$ cat src/rtl/rf_wport_arbiter.sv
// rf_wport_arbiter: shares the single register-file write port between the
// pipeline WB stage and MDU results. MDU results wait in a small FIFO and
// drain into cycles WB leaves idle. A starvation guard holds WB for one cycle
// when the FIFO head has waited STARVE_MAX cycles. A scoreboard over the
// FIFO raises raw_stall when an ID source register is still pending.
// Optional feature macro: RF_ARB_BYPASS_EN. It writes an MDU result straight
// to the port when the FIFO is empty and WB is idle.
// Ports:
//   clk, clrn               clock, synchronous active-high reset
//   wb_wreg/wb_rn/wb_d      WB write request
//   md_valid/md_rn/md_d     MDU result, accepted when md_valid & md_ready
//   md_ready                FIFO has room
//   id_rs/id_rt, raw_stall  ID sources and pending-destination stall
//   wb_hold                 WB must hold and re-present its write
//   rf_we/rf_rn/rf_d        register-file write port (combinational)
module rf_wport_arbiter #(
  parameter int unsigned DEPTH      = 4,
  parameter int unsigned STARVE_MAX = 8
) (
  input  logic        clk,
  input  logic        clrn,
  input  logic        wb_wreg,
  input  logic [4:0]  wb_rn,
  input  logic [31:0] wb_d,
  input  logic        md_valid,
  input  logic [4:0]  md_rn,
  input  logic [31:0] md_d,
  output logic        md_ready,
  input  logic [4:0]  id_rs,
  input  logic [4:0]  id_rt,
  output logic        raw_stall,
  output logic        wb_hold,
  output logic        rf_we,
  output logic [4:0]  rf_rn,
  output logic [31:0] rf_d
);

  localparam int unsigned PTR_W = (DEPTH > 1) ? $clog2(DEPTH) : 1;
  localparam int unsigned CNT_W = $clog2(DEPTH) + 1;
  localparam int unsigned STV_W = $clog2(STARVE_MAX + 1);

  logic [DEPTH-1:0] valid_q, valid_d;
  logic [4:0]       rn_q [DEPTH];
  logic [4:0]       rn_d [DEPTH];
  logic [31:0]      dat_q [DEPTH];
  logic [31:0]      dat_d [DEPTH];
  logic [PTR_W-1:0] rd_ptr_q, rd_ptr_d, wr_ptr_q, wr_ptr_d;
  logic [CNT_W-1:0] count_q, count_d;
  logic [STV_W-1:0] starve_q, starve_d;

  logic empty_c, head_v_c, wb_active_c, bypass_c;
  logic head_grant_c, wb_grant_c, pop_c, push_c, raw_hit_c;

  assign empty_c     = (count_q == '0);
  assign head_v_c    = ~empty_c & valid_q[rd_ptr_q];
  assign wb_active_c = wb_wreg & (wb_rn != 5'd0);

`ifdef RF_ARB_BYPASS_EN
  // Empty FIFO and idle WB: the MDU result takes the port directly.
  assign bypass_c = ~clrn & empty_c & ~wb_active_c & md_valid & (md_rn != 5'd0);
`else
  assign bypass_c = 1'b0;
`endif

  assign md_ready = ~clrn & (count_q < CNT_W'(DEPTH));
  // A hold always pops the head and clears the counter, so it cannot repeat
  // on the following cycle.
  assign wb_hold  = ~clrn & (starve_q == STV_W'(STARVE_MAX)) & head_v_c;

  // Write-port grant by priority.
  always_comb begin
    rf_we        = 1'b0;
    rf_rn        = 5'd0;
    rf_d         = 32'd0;
    head_grant_c = 1'b0;
    wb_grant_c   = 1'b0;
    if (!clrn) begin
      if (wb_hold || (!wb_active_c && head_v_c)) begin
        head_grant_c = 1'b1;
        rf_we        = 1'b1;
        rf_rn        = rn_q[rd_ptr_q];
        rf_d         = dat_q[rd_ptr_q];
      end else if (wb_active_c) begin
        wb_grant_c = 1'b1;
        rf_we      = 1'b1;
        rf_rn      = wb_rn;
        rf_d       = wb_d;
      end else if (bypass_c) begin
        rf_we = 1'b1;
        rf_rn = md_rn;
        rf_d  = md_d;
      end
    end
  end

  // Scoreboard: any live queued destination matching an ID source.
  always_comb begin
    raw_hit_c = 1'b0;
    for (int unsigned i = 0; i < DEPTH; i++) begin
      if (valid_q[i] && (rn_q[i] != 5'd0) && ((rn_q[i] == id_rs) || (rn_q[i] == id_rt)))
        raw_hit_c = 1'b1;
    end
  end
  assign raw_stall = ~clrn & raw_hit_c;

  // Killed heads leave without using the port; live heads leave when granted.
  assign pop_c  = ~empty_c & (~valid_q[rd_ptr_q] | head_grant_c);
  // rn 0 and WAW-shadowed transfers are accepted but never stored.
  assign push_c = md_valid & md_ready & (md_rn != 5'd0) & ~bypass_c
                & ~(wb_grant_c & (md_rn == wb_rn));

  // FIFO, kill and starvation next state.
  always_comb begin
    valid_d  = valid_q;
    rn_d     = rn_q;
    dat_d    = dat_q;
    rd_ptr_d = rd_ptr_q;
    wr_ptr_d = wr_ptr_q;
    count_d  = count_q;
    starve_d = starve_q;

    if (wb_grant_c) begin
      for (int unsigned i = 0; i < DEPTH; i++) begin
        if (rn_q[i] == wb_rn) valid_d[i] = 1'b0;
      end
    end
    if (pop_c) begin
      valid_d[rd_ptr_q] = 1'b0;
      rd_ptr_d          = rd_ptr_q + PTR_W'(1);
    end
    if (push_c) begin
      valid_d[wr_ptr_q] = 1'b1;
      rn_d[wr_ptr_q]    = md_rn;
      dat_d[wr_ptr_q]   = md_d;
      wr_ptr_d          = wr_ptr_q + PTR_W'(1);
    end
    count_d = count_q + CNT_W'(push_c) - CNT_W'(pop_c);

    if (pop_c || empty_c)
      starve_d = '0;
    else if (head_v_c && (starve_q != STV_W'(STARVE_MAX)))
      starve_d = starve_q + STV_W'(1);
  end

  // State register; payload fields need no reset since valid gates them.
  always_ff @(posedge clk) begin
    if (clrn) begin
      valid_q  <= '0;
      rd_ptr_q <= '0;
      wr_ptr_q <= '0;
      count_q  <= '0;
      starve_q <= '0;
    end else begin
      valid_q  <= valid_d;
      rd_ptr_q <= rd_ptr_d;
      wr_ptr_q <= wr_ptr_d;
      count_q  <= count_d;
      starve_q <= starve_d;
      rn_q     <= rn_d;
      dat_q    <= dat_d;
    end
  end

endmodule

$ cat config.mk
export PLATFORM = sky130hd
export DESIGN_NAME = rf_wport_arbiter
export DESIGN_NICKNAME = d
export VERILOG_FILES = /design/src/rtl/rf_wport_arbiter.sv
export SDC_FILE = /design/constraint.sdc
export NUM_CORES = 1
export LEC_CHECK = 0
export ABC_CLOCK_PERIOD_IN_PS = 4200
export CORE_UTILIZATION = 30
export CTS_BUF_LIST = sky130_fd_sc_hd__clkbuf_8 sky130_fd_sc_hd__clkbuf_16
export DETAILED_ROUTE_END_ITERATION = 8
export PLACE_DENSITY = 0.58
export SETUP_SLACK_MARGIN = 0.02
export SYNTH_ARGS = -nofsm -noshare
export SYNTH_HDL_FRONTEND = slang
export SYNTH_SLANG_ARGS = --single-unit
$ cat constraint.sdc
create_clock -name clk -period 4.2 [get_ports clk]
set_input_delay 0.84 -clock clk [delete_from_list [all_inputs] [get_ports clk]]
set_output_delay 0.84 -clock clk [all_outputs]
set_load 0.02 [all_outputs]
==> results.py, run 1 <==
metrics = {
    "placed_design": {
        "gp_congestion": 0.844,
        "dpl.hpwl_um": 12800,
        "port_buffers": 128,
    },
    "critical_path": {
        "worstPathArrival_ns": 3.25,
        "cp_top_family": "buffers and inverters",
        "reg2reg_from": "rd_ptr_q[0]",
        "crit_slowest_cell": "clkdlybuf4s50_1",
        "crit_type": "input pin to output port",
        "end_kind": "output port",
        "worstPathMaxFanout": 18,
        "cpPeakStageDelay_ns": 0.61,
        "cp_data_required_time_ns": 3.36,
        "rrSetupSlack_ns": 1.03,
        "rr_endpoint": "count_q[2]",
        "r2r_cells": 12,
        "start_kind": "input pin",
        "cp_num_buf_inv": 3,
        "worstPathCellList": "clkdlybuf4s50_1 > or4_4 > o211ai_2 > nor3b_4 > buf_12 > a22o_1 > clkdlybuf4s50_1",
        "path_common_cell": "clkdlybuf4s50_1",
    },
    "synthesis": {
        "ys.flop_type": "edfxtp_1",
        "yosys.area.top_type": "edfxtp_1",
        "synth_area_leaders": "edfxtp_1, mux4_2, a22o_1, xnor2_1, dfxtp_1",
        "synth-seq-cells": 163,
        "synth_edf_count": 148,
        "syn_avg_cell_area_um2": 16.5,
        "synth_most_common_cell": "edfxtp_1",
        "yosys.area.top_type_share": 0.593,
        "yosysSeqAreaShare": 0.633,
        "synth.cell_area_um2": 7500,
        "ys_types": 41,
        "syn-num-nets": 556,
        "synth_common_cells": "edfxtp_1, a22o_1, mux4_2, xnor2_1, xor2_1",
        "synth_cells": 455,
        "yosys_warnings": 0,
        "ys_async_sr_fraction": 0,
    },
    "sta": {
        "finalMaxSlewViolations": 0,
        "hold_violations": 0,
        "worst_pin_slew_ns": 0.744,
        "fmax_mhz": 244,
        "finalSetupViolCount": 0,
        "fin_crit_ns": 4.09,
        "grt_setup_unrepaired": "no",
        "setup_tns_ns": 0,
        "relSlewSlack": 0.500,
        "min_period_over_period": 0.974,
        "skew_ns": 0.0142,
    },
    "cts": {
        "hold_buffers": 0,
        "clockRootBuffer": "clkbuf_16",
        "clockBufferDepth": 2,
        "cts_sinks": 163,
        "cts_buffers": 17,
        "clock_latency_ns": 0.43,
        "cts_tree": "done",
        "cts_htree_levels": 4,
        "clkTransAtPathRegs_ns": 0.06,
    },
    "routing": {
        "vias_per_cell": 4.88,
        "finalWirelength_um": 18700,
        "wl_met2_um": 9680,
        "firstDrtPassIters": 4,
        "drt_iter0_drc": 213,
        "ant_nets": 0,
        "vias": 4587,
        "dr_wl_met3_um": 854,
        "highest_layer": "met5",
        "wl_per_cell_um": 19.9,
        "drc_errors": 0,
        "met1_length_um": 7870,
    },
    "pwr": {
        "peakVddDrop_uv": 273,
        "power.density_nw_per_um2": 473,
        "p_leak_nw": 3.47,
    },
    "die": {
        "rows": 57,
        "core-area_um2": 24400,
        "die_w_um": 160,
        "pin_count": 129,
        "dieArea_um2": 25600,
        "start_util": 0.307,
        "die_h_um": 160,
    },
    "finish": {
        "diodes": 0,
        "areaGrowthSynthToFinish_pct": 32.4,
        "nets": 703,
        "layout-drive-gt1-share": 0.176,
        "post-route-util": 0.407,
    },
    "run": {
        "maxCapViolations": 0,
    },
    "worst_hold_path": {
        "holdPathStages": 1,
        "worstHoldEndpoint": "starve_q[0]",
        "hold_class": "register to register",
        "hold_start": "starve_q[0]",
    },
    "grt": {
        "overflow": 0,
        "grt_pass1_vias": 4927,
        "grt_pass1_wl_um": 28500,
        "grt_usage": 0.150,
        "grt_max_degree": 42,
        "antenna_found_initial": 1,
    },
    "status": {
        "status": "finished, final reports clean",
    },
}
-- flip-flops by register name, summed over array words and instances, names as in the netlist --
signal    flops
valid_q       4
wr_ptr_q      2
rn_q         20
starve_q      4
dat_q       128
count_q       3
rd_ptr_q      2
-- stage by stage --
step / worst slack [ns] / total power [mW] / instance area (um^2) / instances / hold slack, ns
floorplan: 0.675 / 2.75 / 7500 / 455 / 0.430
global placement: 0.0211 / 3.16 / 9310 / 906 / 0.436
CTS: 0.0206 / 4.77 / 9890 / 938 / 0.467
detailed placement: 0.0214 / 3.18 / 9310 / 906 / 0.453
global route: 0.0335 / 4.91 / 9930 / 939 / 0.497
finish: 0.109 / 4.70 / 9930 / 939 / 0.462
-- kinds of logic (layout without fill, tap and decap cells) --
| logic type | after synthesis | in the layout | share of synthesized area |
|---|---|---|---|
| fa+ha+maj | 13 | 13 | 0.0227 |
| compound gates | 60 | 60 | 0.0669 |
| mux | 40 | 40 | 0.117 |
| xor+xnor | 69 | 69 | 0.0806 |
| flops | 163 | 163 | 0.633 |
| simple gates | 71 | 71 | 0.0554 |
| buf+inv | 39 | 199 | 0.0247 |
-- cell type report --
type                            count  area (um^2)
Inverter                           12         45.0
Multi-Input combinational cell    253         2580
Clock inverter                     15          179
Tap cell                          324          405
Sequential cell                   163         4750
Fill cell                        2294        14500
Clock buffer                       17          425
Timing Repair Buffer              155         1540
-- layout by cell type, fill, tap and decap left out, drive strengths merged, types with 3 or more instances in the layout --
| cell | count |
|---|---|
| nor3 | 14 |
| clkdlybuf4s50 | 101 |
| xnor2 | 38 |
| nand4 | 4 |
| or4 | 7 |
| ha | 12 |
| edfxtp | 148 |
| mux4 | 38 |
| or3 | 3 |
| and2 | 4 |
| dlygate4sd2 | 16 |
| nor4b | 3 |
| a22o | 41 |
| dfxtp | 15 |
| clkinv | 4 |
| a21oi | 7 |
| nand2b | 5 |
| clkbuf | 17 |
| nor2 | 13 |
| buf | 27 |
| inv | 18 |
| nand3 | 10 |
| xor2 | 31 |
| o221ai | 4 |
| dlymetal6s2s | 11 |
| bufinv | 3 |
-- routing by layer --
layer / GRT usage / vias to the layer above
met4: 0.0455 / 2
met1: 0.179 / 2338
met3: 0.0343 / 27
met5: 0 / -
li1: - / 2089
met2: 0.268 / 131
-- where the power goes --
part | total (mW) | switching [mW] | internal, mW
clock network | 1.58 | 0.641 | 0.941
logic | 1.15 | 0.558 | 0.590
registers | 1.97 | 0.0872 | 1.88
total | 4.70 | 1.29 | 3.41
-- worst max path at each step --
stage / from / endpoint / cells past startpoint
5_1_grt: wb_rn[1] / rf_rn[3] / 7
2_1_floorplan: wb_rn[2] / count_q[2] / 13
4_1_cts: wb_rn[1] / rf_d[27] / 7
6_report: wb_rn[1] / rf_rn[3] / 7
3_3_place_gp: wb_rn[1] / rf_rn[4] / 7
3_5_place_dp: wb_rn[1] / rf_rn[4] / 7
-- repair_timing --
action	4_1_cts	5_1_grt
setup buffers	0	1
setup endpoints to repair	16	21
resized for setup	16	11
cloned	0	0
Power figures use the tool's default switching activity.
==> inputs of run 2 (changes only) <==
--- a/config.mk
+++ b/config.mk
@@ -9,8 +9,10 @@
 export CORE_UTILIZATION = 30
 export CTS_BUF_LIST = sky130_fd_sc_hd__clkbuf_8 sky130_fd_sc_hd__clkbuf_16
 export DETAILED_ROUTE_END_ITERATION = 8
+export GPL_TIMING_DRIVEN = 0
 export PLACE_DENSITY = 0.58
 export SETUP_SLACK_MARGIN = 0.02
+export SLEW_MARGIN = 20
 export SYNTH_ARGS = -nofsm -noshare
 export SYNTH_HDL_FRONTEND = slang
 export SYNTH_SLANG_ARGS = --single-unit
==> run 2 against run 1 <==
Against the previous run: combinational power about the same; die area unchanged; hold slack better by 0.0055 ns; non-clock buffer count decreased by 5; core utilization down 0.63 points; critical endpoint is now rf_rn[0].
==> results.py, run 2 (synthesis results as in run 1) <==
metrics = {
    "critical_path": {
        "cp_top_family": "buffers and inverters",
        "reg2reg_from": "rd_ptr_q[0]",
        "crit_type": "input pin to output port",
        "cp_data_required_time_ns": 3.36,
        "cpPeakStageDelay_ns": 0.62,
        "worstPathMaxFanout": 10,
        "critPathLaunch": "wb_rn[2]",
        "cp_num_buf_inv": 4,
        "worstPathCellList": "buf_2 > or4_4 > o211ai_2 > nor3b_4 > buf_12 > buf_6 > a22o_1 > clkdlybuf4s50_1",
        "crit_slowest_cell": "clkdlybuf4s50_1",
        "end_kind": "output port",
        "worstPathArrival_ns": 3.19,
        "start_kind": "input pin",
    },
    "die": {
        "die_h_um": 160,
        "start_util": 0.307,
        "rows": 57,
        "pin_count": 129,
        "dieArea_um2": 25600,
        "die_w_um": 160,
        "core-area_um2": 24400,
    },
    "status": {
        "status": "finished, final reports clean",
    },
    "placed_design": {
        "place_inst": 900,
        "port_buffers": 118,
        "gp_congestion": 0.880,
        "dpl_cell_area_um2": 9150,
        "dpl.hpwl_um": 12900,
    },
    "finish": {
        "largest_register": "dat_q",
        "areaGrowthSynthToFinish_pct": 30.3,
        "final_common_cell": "edfxtp_1",
        "nets": 698,
        "layout_common_cells": "edfxtp_1, clkdlybuf4s50_1, a22o_1, mux4_2, xnor2_1",
        "diodes": 0,
        "fin_cells": 934,
        "layout-drive-gt1-share": 0.164,
        "reg.largest.list": "dat_q x128, rn_q x20",
        "largest_register_ffs": 128,
        "design_area_um2": 9770,
    },
    "routing": {
        "drc_errors": 0,
        "finalWirelength_um": 18500,
        "drt_iter0_drc": 213,
        "vias": 4549,
        "firstDrtPassIters": 4,
        "wl_per_cell_um": 19.8,
        "ant_nets": 0,
        "vias_per_cell": 4.87,
    },
    "cts": {
        "cts_sinks": 163,
        "clockRootBuffer": "clkbuf_16",
        "clock_latency_ns": 0.42,
        "cts_htree_levels": 4,
        "clockBufferDepth": 2,
        "clkTransAtPathRegs_ns": 0.06,
        "cts_tree": "done",
        "cts_buffers": 17,
    },
    "sta": {
        "fmax_mhz": 248,
        "skew_ns": 0.00737,
        "relSlewSlack": 0.351,
        "setup_tns_ns": 0,
        "hold_violations": 0,
        "worst_pin_slew_ns": 0.973,
        "fin_crit_ns": 4.03,
        "finalSetupViolCount": 0,
        "min_period_over_period": 0.959,
        "grt_setup_unrepaired": "no",
        "whs_ns": 0.467,
        "finalMaxSlewViolations": 0,
    },
    "pwr": {
        "peakVddDrop_uv": 312,
        "power.density_nw_per_um2": 472,
        "p_leak_nw": 3.13,
        "finalPower_mw": 4.61,
    },
    "run": {
        "maxCapViolations": 0,
    },
    "worst_hold_path": {
        "hold_class": "register to register",
        "hold_start": "starve_q[0]",
    },
    "grt": {
        "overflow": 0,
        "grt_pass1_wl_um": 28400,
        "grt_usage": 0.150,
        "grt_pass1_vias": 4830,
        "antenna_found_initial": 1,
        "grt_max_degree": 38,
    },
}
-- run 2: cell count changes in the layout (fill, tap and decap cells not counted), moves of 2 or more --
| cell | previous run | this run |
|---|---|---|
| dlygate4sd2_1 | 16 | 0 |
| clkbuf_1 | 0 | 10 |
| buf_1 | 0 | 2 |
| buf_4 | 23 | 4 |
| clkinvlp_4 | 2 | 5 |
| bufinv_16 | 3 | 1 |
| clkbuf_2 | 0 | 3 |
| dlymetal6s2s_1 | 11 | 0 |
| buf_6 | 0 | 4 |
| dfxtp_1 | 13 | 15 |
| clkdlybuf4s50_1 | 101 | 118 |
| buf_2 | 0 | 5 |
-- run 2: area by class of cell --
cell class	instances	area [um^2]
Tap cell	324	405
Sequential cell	163	4740
Clock inverter	15	149
Fill cell	2290	14600
Buffer	25	138
Clock buffer	17	425
Timing Repair Buffer	125	1280
Multi-Input combinational cell	253	2580
Inverter	12	45.0
-- run 2: final timing paths --
check                                   end  slack, ns  cells past startpoint
worst max-delay path               rf_rn[0]       0.17                      8
worst min-delay path            starve_q[0]       0.47                      1
worst max register to register   count_q[2]       1.02                     12
worst min register to register  starve_q[0]       0.47                      1
-- run 2: where the power goes --
part | internal [mW] | switching (mW)
sequential | 1.88 | 0.0639
clock | 0.830 | 0.660
combinational | 0.594 | 0.586
total | 3.30 | 1.31
-- run 2: metal layers --
| metal | track usage | up-vias | wire (um) |
|---|---|---|---|
| li1 | - | 2085 | - |
| met1 | 0.185 | 2311 | 7960 |
| met2 | 0.260 | 125 | 9400 |
| met3 | 0.0278 | 26 | 860 |
| met4 | 0.0524 | 2 | 288 |
| met5 | 0 | - | 13 |
-- run 2: what timing repair did --
item	CTS	global route
resized for setup	3	4
hold endpoints to repair	0	0
gates cloned	0	0
pin swaps	1	0
endpoints found under the setup margin	37	20
setup buffers	4	0
hold buffers	0	0
-- run 2: metrics by stage --
stage,setup slack [ns],util
after floorplan,0.675,-
after global placement,-0.422,0.372
after detailed placement,-0.232,0.375
after CTS,0.00740,0.401
after global routing,0.0532,0.401
final,0.170,0.401
-- run 2: worst reg2reg max path, cell delays in order, from the launching register on --
cell and delay (ns):
dfxtp_1 0.45, mux4_2 0.63, a211oi_4 0.39, buf_4 0.18, a21oi_1 0.19, inv_1 0.13, ha_1 0.13, inv_1 0.04
ha_1 0.18, fa_1 0.38, xnor2_1 0.18, xnor2_1 0.14, nor2_1 0.05
==> inputs of run 3 (changes only) <==
--- a/config.mk
+++ b/config.mk
@@ -9,8 +9,10 @@
 export CORE_UTILIZATION = 30
 export CTS_BUF_LIST = sky130_fd_sc_hd__clkbuf_8 sky130_fd_sc_hd__clkbuf_16
 export DETAILED_ROUTE_END_ITERATION = 8
+export GPL_ROUTABILITY_DRIVEN = 0
 export GPL_TIMING_DRIVEN = 0
 export PLACE_DENSITY = 0.58
+export RECOVER_POWER = 25
 export SETUP_SLACK_MARGIN = 0.02
 export SLEW_MARGIN = 20
 export SYNTH_ARGS = -nofsm -noshare
==> run 3 against run 2 <==
Against the previous run: first-iteration DRC count is 38% higher; cell count is 0.11% lower; combinational power hardly changed; fmax is 0.69% higher; sequential share of layout area hardly changed; critical path type unchanged; largest power group unchanged.
==> results.py, run 3 (synthesis results as in run 1) <==
metrics = {
    "critical_path": {
        "reg2reg_from": "starve_q[0]",
        "cp_top_family": "buffers and inverters",
        "crit_type": "input pin to output port",
        "start_kind": "input pin",
        "end_kind": "output port",
        "cp_num_buf_inv": 4,
        "cp_data_required_time_ns": 3.36,
        "worstPathMaxFanout": 10,
        "worstPathArrival_ns": 3.16,
        "worstPathCellList": "buf_2 > or4_4 > o211ai_2 > nor3b_4 > buf_12 > buf_6 > a22o_1 > clkdlybuf4s50_1",
        "critPathLaunch": "wb_rn[2]",
        "cpPeakStageDelay_ns": 0.60,
        "crit_slowest_cell": "clkdlybuf4s50_1",
        "rrSetupSlack_ns": 1.16,
    },
    "finish": {
        "final_common_cell": "edfxtp_1",
        "layout-drive-gt1-share": 0.158,
        "largest_register_ffs": 128,
        "fillers": 2287,
        "nets": 698,
        "largest_register": "dat_q",
        "reg.largest.list": "dat_q x128, rn_q x20",
        "multi_input_area_um2": 2580,
        "layout_common_cells": "edfxtp_1, clkdlybuf4s50_1, a22o_1, mux4_2, xnor2_1",
        "design_area_um2": 9780,
        "areaGrowthSynthToFinish_pct": 30.4,
        "regArea_um2": 4750,
        "post-route-util": 0.401,
    },
    "pwr": {
        "p_leak_nw": 3.15,
        "peakVddDrop_uv": 272,
        "power.density_nw_per_um2": 476,
    },
    "cts": {
        "clockRootBuffer": "clkbuf_16",
        "cts_htree_levels": 4,
        "clkTransAtPathRegs_ns": 0.07,
        "hold_buffers": 0,
        "cts_buffers": 17,
        "clockBufferDepth": 2,
        "clock_latency_ns": 0.42,
        "cts_sinks": 163,
        "cts_tree": "done",
    },
    "sta": {
        "relSlewSlack": 0.327,
        "skew_ns": 0.0107,
        "fin_crit_ns": 4.00,
        "worst_pin_slew_ns": 1.01,
        "grt_setup_unrepaired": "no",
        "min_period_over_period": 0.953,
        "whs_ns": 0.498,
        "finalSetupViolCount": 0,
        "fmax_mhz": 250,
        "finalMaxSlewViolations": 0,
        "hold_violations": 0,
    },
    "grt": {
        "grt_max_degree": 38,
        "antenna_found_initial": 1,
        "grt_usage": 0.151,
        "grt_pass1_vias": 4920,
        "grt_pass1_wl_um": 28600,
        "overflow": 0,
    },
    "routing": {
        "ant_nets": 0,
        "drc_errors": 0,
        "vias_per_cell": 4.85,
        "wl_per_cell_um": 20.1,
        "drt_iter0_drc": 295,
        "finalWirelength_um": 18700,
        "firstDrtPassIters": 5,
        "vias": 4523,
    },
    "die": {
        "die_h_um": 160,
        "die_w_um": 160,
        "rows": 57,
        "dieArea_um2": 25600,
        "core-area_um2": 24400,
        "start_util": 0.307,
        "pin_count": 129,
    },
    "status": {
        "status": "finished, final reports clean",
    },
    "placed_design": {
        "dpl_cell_area_um2": 9130,
        "dpl.hpwl_um": 12600,
        "port_buffers": 118,
    },
    "run": {
        "maxCapViolations": 0,
    },
    "worst_hold_path": {
        "hold_class": "register to register",
        "hold_start": "starve_q[0]",
    },
}
run 3: where the power goes:
part	switching (mW)	internal, mW
sequential	0.0660	1.88
combinational	0.589	0.585
clock	0.615	0.928
total	1.27	3.39
run 3: worst paths after layout:
| check | endpoint | cells after the start |
|---|---|---|
| worst min register to register | starve_q[0] | 1 |
| worst max register to register | count_q[2] | 14 |
| worst min-delay path | starve_q[0] | 1 |
| worst max-delay path | rf_rn[0] | 8 |
run 3: per-stage QoR:
stage	cells	TNS (ns)	total power [mW]	setup WS [ns]
2_1_floorplan	455	0	2.75	0.675
3_3_place_gp	897	-59.19	3.15	-0.398
3_5_place_dp	899	-6.29	3.18	-0.225
4_1_cts	931	0	4.73	0.0396
5_1_grt	932	0	4.88	0.120
6_report	933	0	4.66	0.198
run 3: routing by layer:
metal / up-vias / global-route usage / share of wire
li1: 2083 / - / -
met1: 2292 / 0.187 / 0.43
met2: 130 / 0.262 / 0.51
met3: 18 / 0.0330 / 0.049
met4: 0 / 0.0481 / 0.013
met5: - / 0 / 0
run 3: worst register-to-register path: stages, from the launching register on:
cell	delay, ns
dfxtp_1	0.34
inv_1	0.07
ha_1	0.15
nand3b_1	0.14
nor2_1	0.21
a211oi_4	0.12
a21oi_1	0.51
inv_1	0.11
ha_1	0.29
inv_1	0.04
ha_1	0.18
fa_1	0.37
xnor2_1	0.18
xnor2_1	0.14
nor2_1	0.05
run 3: final cells by class:
class                   instances  area share
diodes                          1    0.000256
plain buffers                  26      0.0152
clock buffers                  17      0.0435
clock inverters                13      0.0164
inverters                      12     0.00461
multi-input cells             253       0.264
flip-flops and latches        163       0.485
well taps                     324      0.0414
repair buffers                124       0.129
run 3: timing repair:
item / 4_1_cts / 5_1_grt
setup buffers: 3 / 1
pin swaps: 0 / 1
resized for setup: 3 / 6
endpoints found under the setup margin: 37 / 20
==> RTL change 1, RTL diff (config.mk and constraints of run 2) <==
The option `RF_ARB_BYPASS_EN` is turned on by a define.
--- a/src/rtl/rf_wport_arbiter.sv
+++ b/src/rtl/rf_wport_arbiter.sv
@@ -14,4 +14,6 @@
 //   wb_hold                 WB must hold and re-present its write
 //   rf_we/rf_rn/rf_d        register-file write port (combinational)
+`define RF_ARB_BYPASS_EN
+
 module rf_wport_arbiter #(
   parameter int unsigned DEPTH      = 4,
Check against the original RTL: not equivalent (Yosys sat finds a counterexample within 4 cycles, from zero or initial values).
==> RTL change 1 against run 2 <==
Largest power group unchanged. Power increased by 4.1%. Sequential share of layout area decreased by 1.6 points. Largest cell class unchanged. Sequential cell count unchanged. Critical path depth increased by 1. Setup slack got worse by 0.078 ns. Core utilization decreased by 0.43 points. Critical path type unchanged. Final area increased by 3.3%. Wire length increased by 12%. Synthesized area increased by 4.9%.
==> RTL change 1: results (changes against run 2) <==
Layout Nets=781 (+12%); largest net degree at the start of global routing=22 (-42%); antenna violations before repair=0 (-1); CP max-delay cell=or4_4; DP Wirelength=14400 µm (+11%); Routed WL=20700 µm (+12%); top post-synthesis cells by count=148 x edfxtp_1, 52 x nor3_1, 49 x nor2_1; share of flip-flops with an asynchronous set or reset=0% (unchanged); Leakage=3.33 nW (+6.3%); Largest regs=dat_q x128, rn_q x20; vias in the first global route=5418 (+12%); worst-path maximum fanout=12 (+2); clk slew on worst S/H paths=0.06 ns (about the same); first-pass GRT wire length=31800 µm (+12%); Crit path max-delay family=buffers and inverters; final non-filler cell total=1023 (+9.5%); CTS root buf=clkbuf_16; Area after DPL=0.00953 mm² (+4.2%); Clk Latency, worst-skew pair=0.42 ns (about the same); fraction of layout cells with a size suffix above 1=16.0% (-0.35 points); Yosys warnings=0 (unchanged); worst-margin pin slew=0.901 ns (-0.0721 ns); Port Buffers=117 (-0.85%); post-DR vias/cell=5.09 (+4.6%); Placed Cells incl. Taps=992 (+10%); worst-case vdd ir drop=0.318 mV (+1.9%); Layout Skew=0.00596 ns (-0.00141 ns); DR iter-0 viols=403 (+89%); GP Congestion=0.840 (-4.5%); EDFF count, synth=148 (unchanged); Netlist cell types=46 (+12%); Synth area leaders=edfxtp_1 57%, mux4_2 11%, xnor2_1 4.5%, a221oi_1 4.1%, dfxtp_1 3.8%; syn_area_per_cell=14.5 µm² (-12%); CP peak stage delay=0.50 ns (-0.12 ns); Hold WC Path Type=flip-flop to flip-flop; outcome=completed; Seq/Total Area, Yosys=60.3% (-2.9 points); CTS Buffer Depth=2 (unchanged); Placement Setup Slack=-0.639 ns (-0.408 ns); Pre-antenna DRT Iters=5 (+1); H-tree Lvls=4 (unchanged); gr usage total=16.2% (+1.2 points); CTS Buf Count=17 (unchanged); Syn Nets=642 (+15%); critical path data arrival time=3.27 ns (+0.08 ns)
RTL change 1: changes by cell type in the layout (fill, tap and decap cells not counted), moves of 6 or more:
cell,run 2,this run
a22o_1,41,0
clkdlybuf4s50_1,118,79
a221oi_1,0,37
nor3_1,14,50
nor2_1,13,48
dlygate4sd2_1,0,30
clkbuf_2,3,12
a21oi_1,7,1
RTL change 1: final timing paths:
kind	endpoint	start	depth (start not counted)	slack, ns
setup / recovery	rf_d[31]	wb_rn[3]	9	0.09
hold / removal	starve_q[0]	starve_q[0]	1	0.46
setup reg to reg	count_q[2]	rd_ptr_q[0]	11	1.04
hold reg to reg	starve_q[0]	starve_q[0]	1	0.46
RTL change 1: cell families after synthesis:
logic type                 share of synthesized area [%]
adders and majority gates                           2.16
buffers and inverters                               2.80
and+or+nand+nor                                     9.24
AOI/OAI and AO/OA                                   6.35
DFF                                                 60.3
xor gates and xnor gates                            7.80
muxes                                               11.3
RTL change 1: routing by layer:
metal,share of wire (%),vias to the layer above,global-route usage (%),routed length [µm]
met5,0,-,0,0
li1,-,2388,-,-
met1,46,2625,21.8,9460
met2,47,178,26.5,9810
met3,5.9,19,3.69,1230
met4,0.96,0,3.45,199
RTL change 1: report_power, final:
part,switching [mW],leakage (nW),total (mW),internal [mW]
clock,0.634,0.263,1.45,0.819
combinational,0.714,1.61,1.37,0.660
sequential,0.0812,1.46,1.97,1.89
RTL change 1: repair_timing:
action	in CTS	in global routing
pin swaps	2	0
resized for setup	55	18
setup buffers	3	0
setup endpoints to repair	40	22
gates cloned	0	0
RTL change 1: layout make-up:
class	count	area, µm²
antenna	1	2.50
buffer	35	176
clock buffer	17	425
clock inverter	14	134
fill	2394	15400
inverter	12	45.0
multi-input combinational	327	2940
sequential	163	4740
tap	330	413
timing repair buffer	124	1220
==> RTL change 2, RTL diff (flow settings as in run 2) <==
Made on the original files. Change the parameter `DEPTH` from 4 to 2.
--- a/src/rtl/rf_wport_arbiter.sv
+++ b/src/rtl/rf_wport_arbiter.sv
@@ -15,5 +15,5 @@
 //   rf_we/rf_rn/rf_d        register-file write port (combinational)
 module rf_wport_arbiter #(
-  parameter int unsigned DEPTH      = 4,
+  parameter int unsigned DEPTH      = 2,
   parameter int unsigned STARVE_MAX = 8
 ) (
Check against the original RTL: not equivalent (Yosys sat finds a counterexample within 4 cycles, from zero or initial values).
==> RTL change 2 against run 2 <==
Synthesized area fell by 46%. Final area shrank 40%. Setup slack got worse by 0.047 ns. Power decreased by 49%. Register-to-register slack better by 0.11 ns. Wire length shrank 41%. Critical path depth increased by 1. Sequential cell count shrank 79.
==> RTL change 2: results (changes against run 2) <==
largest net degree at the start of global routing=15 (-61%); post-DR vias/cell=4.72 (-3.0%); Met3 Routed Length=917 µm (+6.6%); EDFF count, synth=74 (-50%); clock group share of total power=30.5% (-1.8 points); WL met2=4860 µm (-48%); top post-synthesis cells by count=74 x edfxtp_1, 41 x nand2_1, 39 x mux2i_1; DP Wirelength=7970 µm (-38%); Layout Nets=565 (-19%); Int Pwr=1.68 mW (-49%); Routed WL=11000 µm (-41%); hold depth=2 (+1); post-CTS setup buffer count=0 (-4); GP Congestion=0.821 (-6.7%); complex-gate fraction of the synthesized area=7.49% (+0.80 points); adder-cell share of the synthesized area=0.924% (-1.3 points); worst-case vdd ir drop=0.205 mV (-34%); CP peak stage delay=0.58 ns (-0.04 ns); Synth area leaders=edfxtp_1 55%, mux2i_1 9.6%, xnor2_1 5.0%, dfxtp_1 4.9%, o21ai_0 4.7%; Seq/Total Area, Yosys=59.7% (-3.6 points); met3 Track Usage GR=5.16% (+2.4 points); Layout Skew=0.00635 ns (-0.00102 ns); gr usage total=16.1% (+1.1 points); Largest regs=dat_q x64, rn_q x10, starve_q x4; max layer used=met4; outcome=completed; first-pass GRT wire length=17100 µm (-40%); Syn Nets=424 (-24%); worst-margin pin slew=0.860 ns (-0.113 ns); Resized cells post-CTS=0 (-3); Area after DPL=0.00561 mm² (-39%); Placed Cells incl. Taps=637 (-29%); Met1 Wirelength=5020 µm (-37%); post-synthesis mux area share=9.61% (-2.1 points); Placement Setup Slack=0.0517 ns (+0.283 ns); Port Buffers=122 (+3.4%); vias=3094 (-32%)
-- RTL change 2: changes by cell type after synthesis, moves of 5 or more --
cell | before | now
xnor2_1 | 38 | 23
o21ai_0 | 1 | 38
dfxtp_1 | 15 | 10
ha_1 | 12 | 3
nand2_1 | 2 | 41
inv_1 | 12 | 4
a22o_1 | 41 | 0
edfxtp_1 | 148 | 74
xor2_1 | 31 | 18
mux4_2 | 38 | 0
mux2i_1 | 1 | 39
-- RTL change 2: path summary, 6_finish.rpt --
kind                endpoint      from  slack, ns
setup / recovery    rf_d[19]  wb_rn[4]       0.12
hold / removal      wr_ptr_q  wr_ptr_q       0.51
setup reg to reg  count_q[1]  rd_ptr_q       1.13
hold reg to reg     wr_ptr_q  wr_ptr_q       0.51
-- RTL change 2: final cells by class --
cell class	count	area [µm²]
inverter	4	15.0
timing repair buffer	130	1330
fill	1282	7330
clock buffer	9	225
sequential	84	2420
multi-input combinational	224	1550
buffer	21	106
clock inverter	7	43.8
tap	176	220
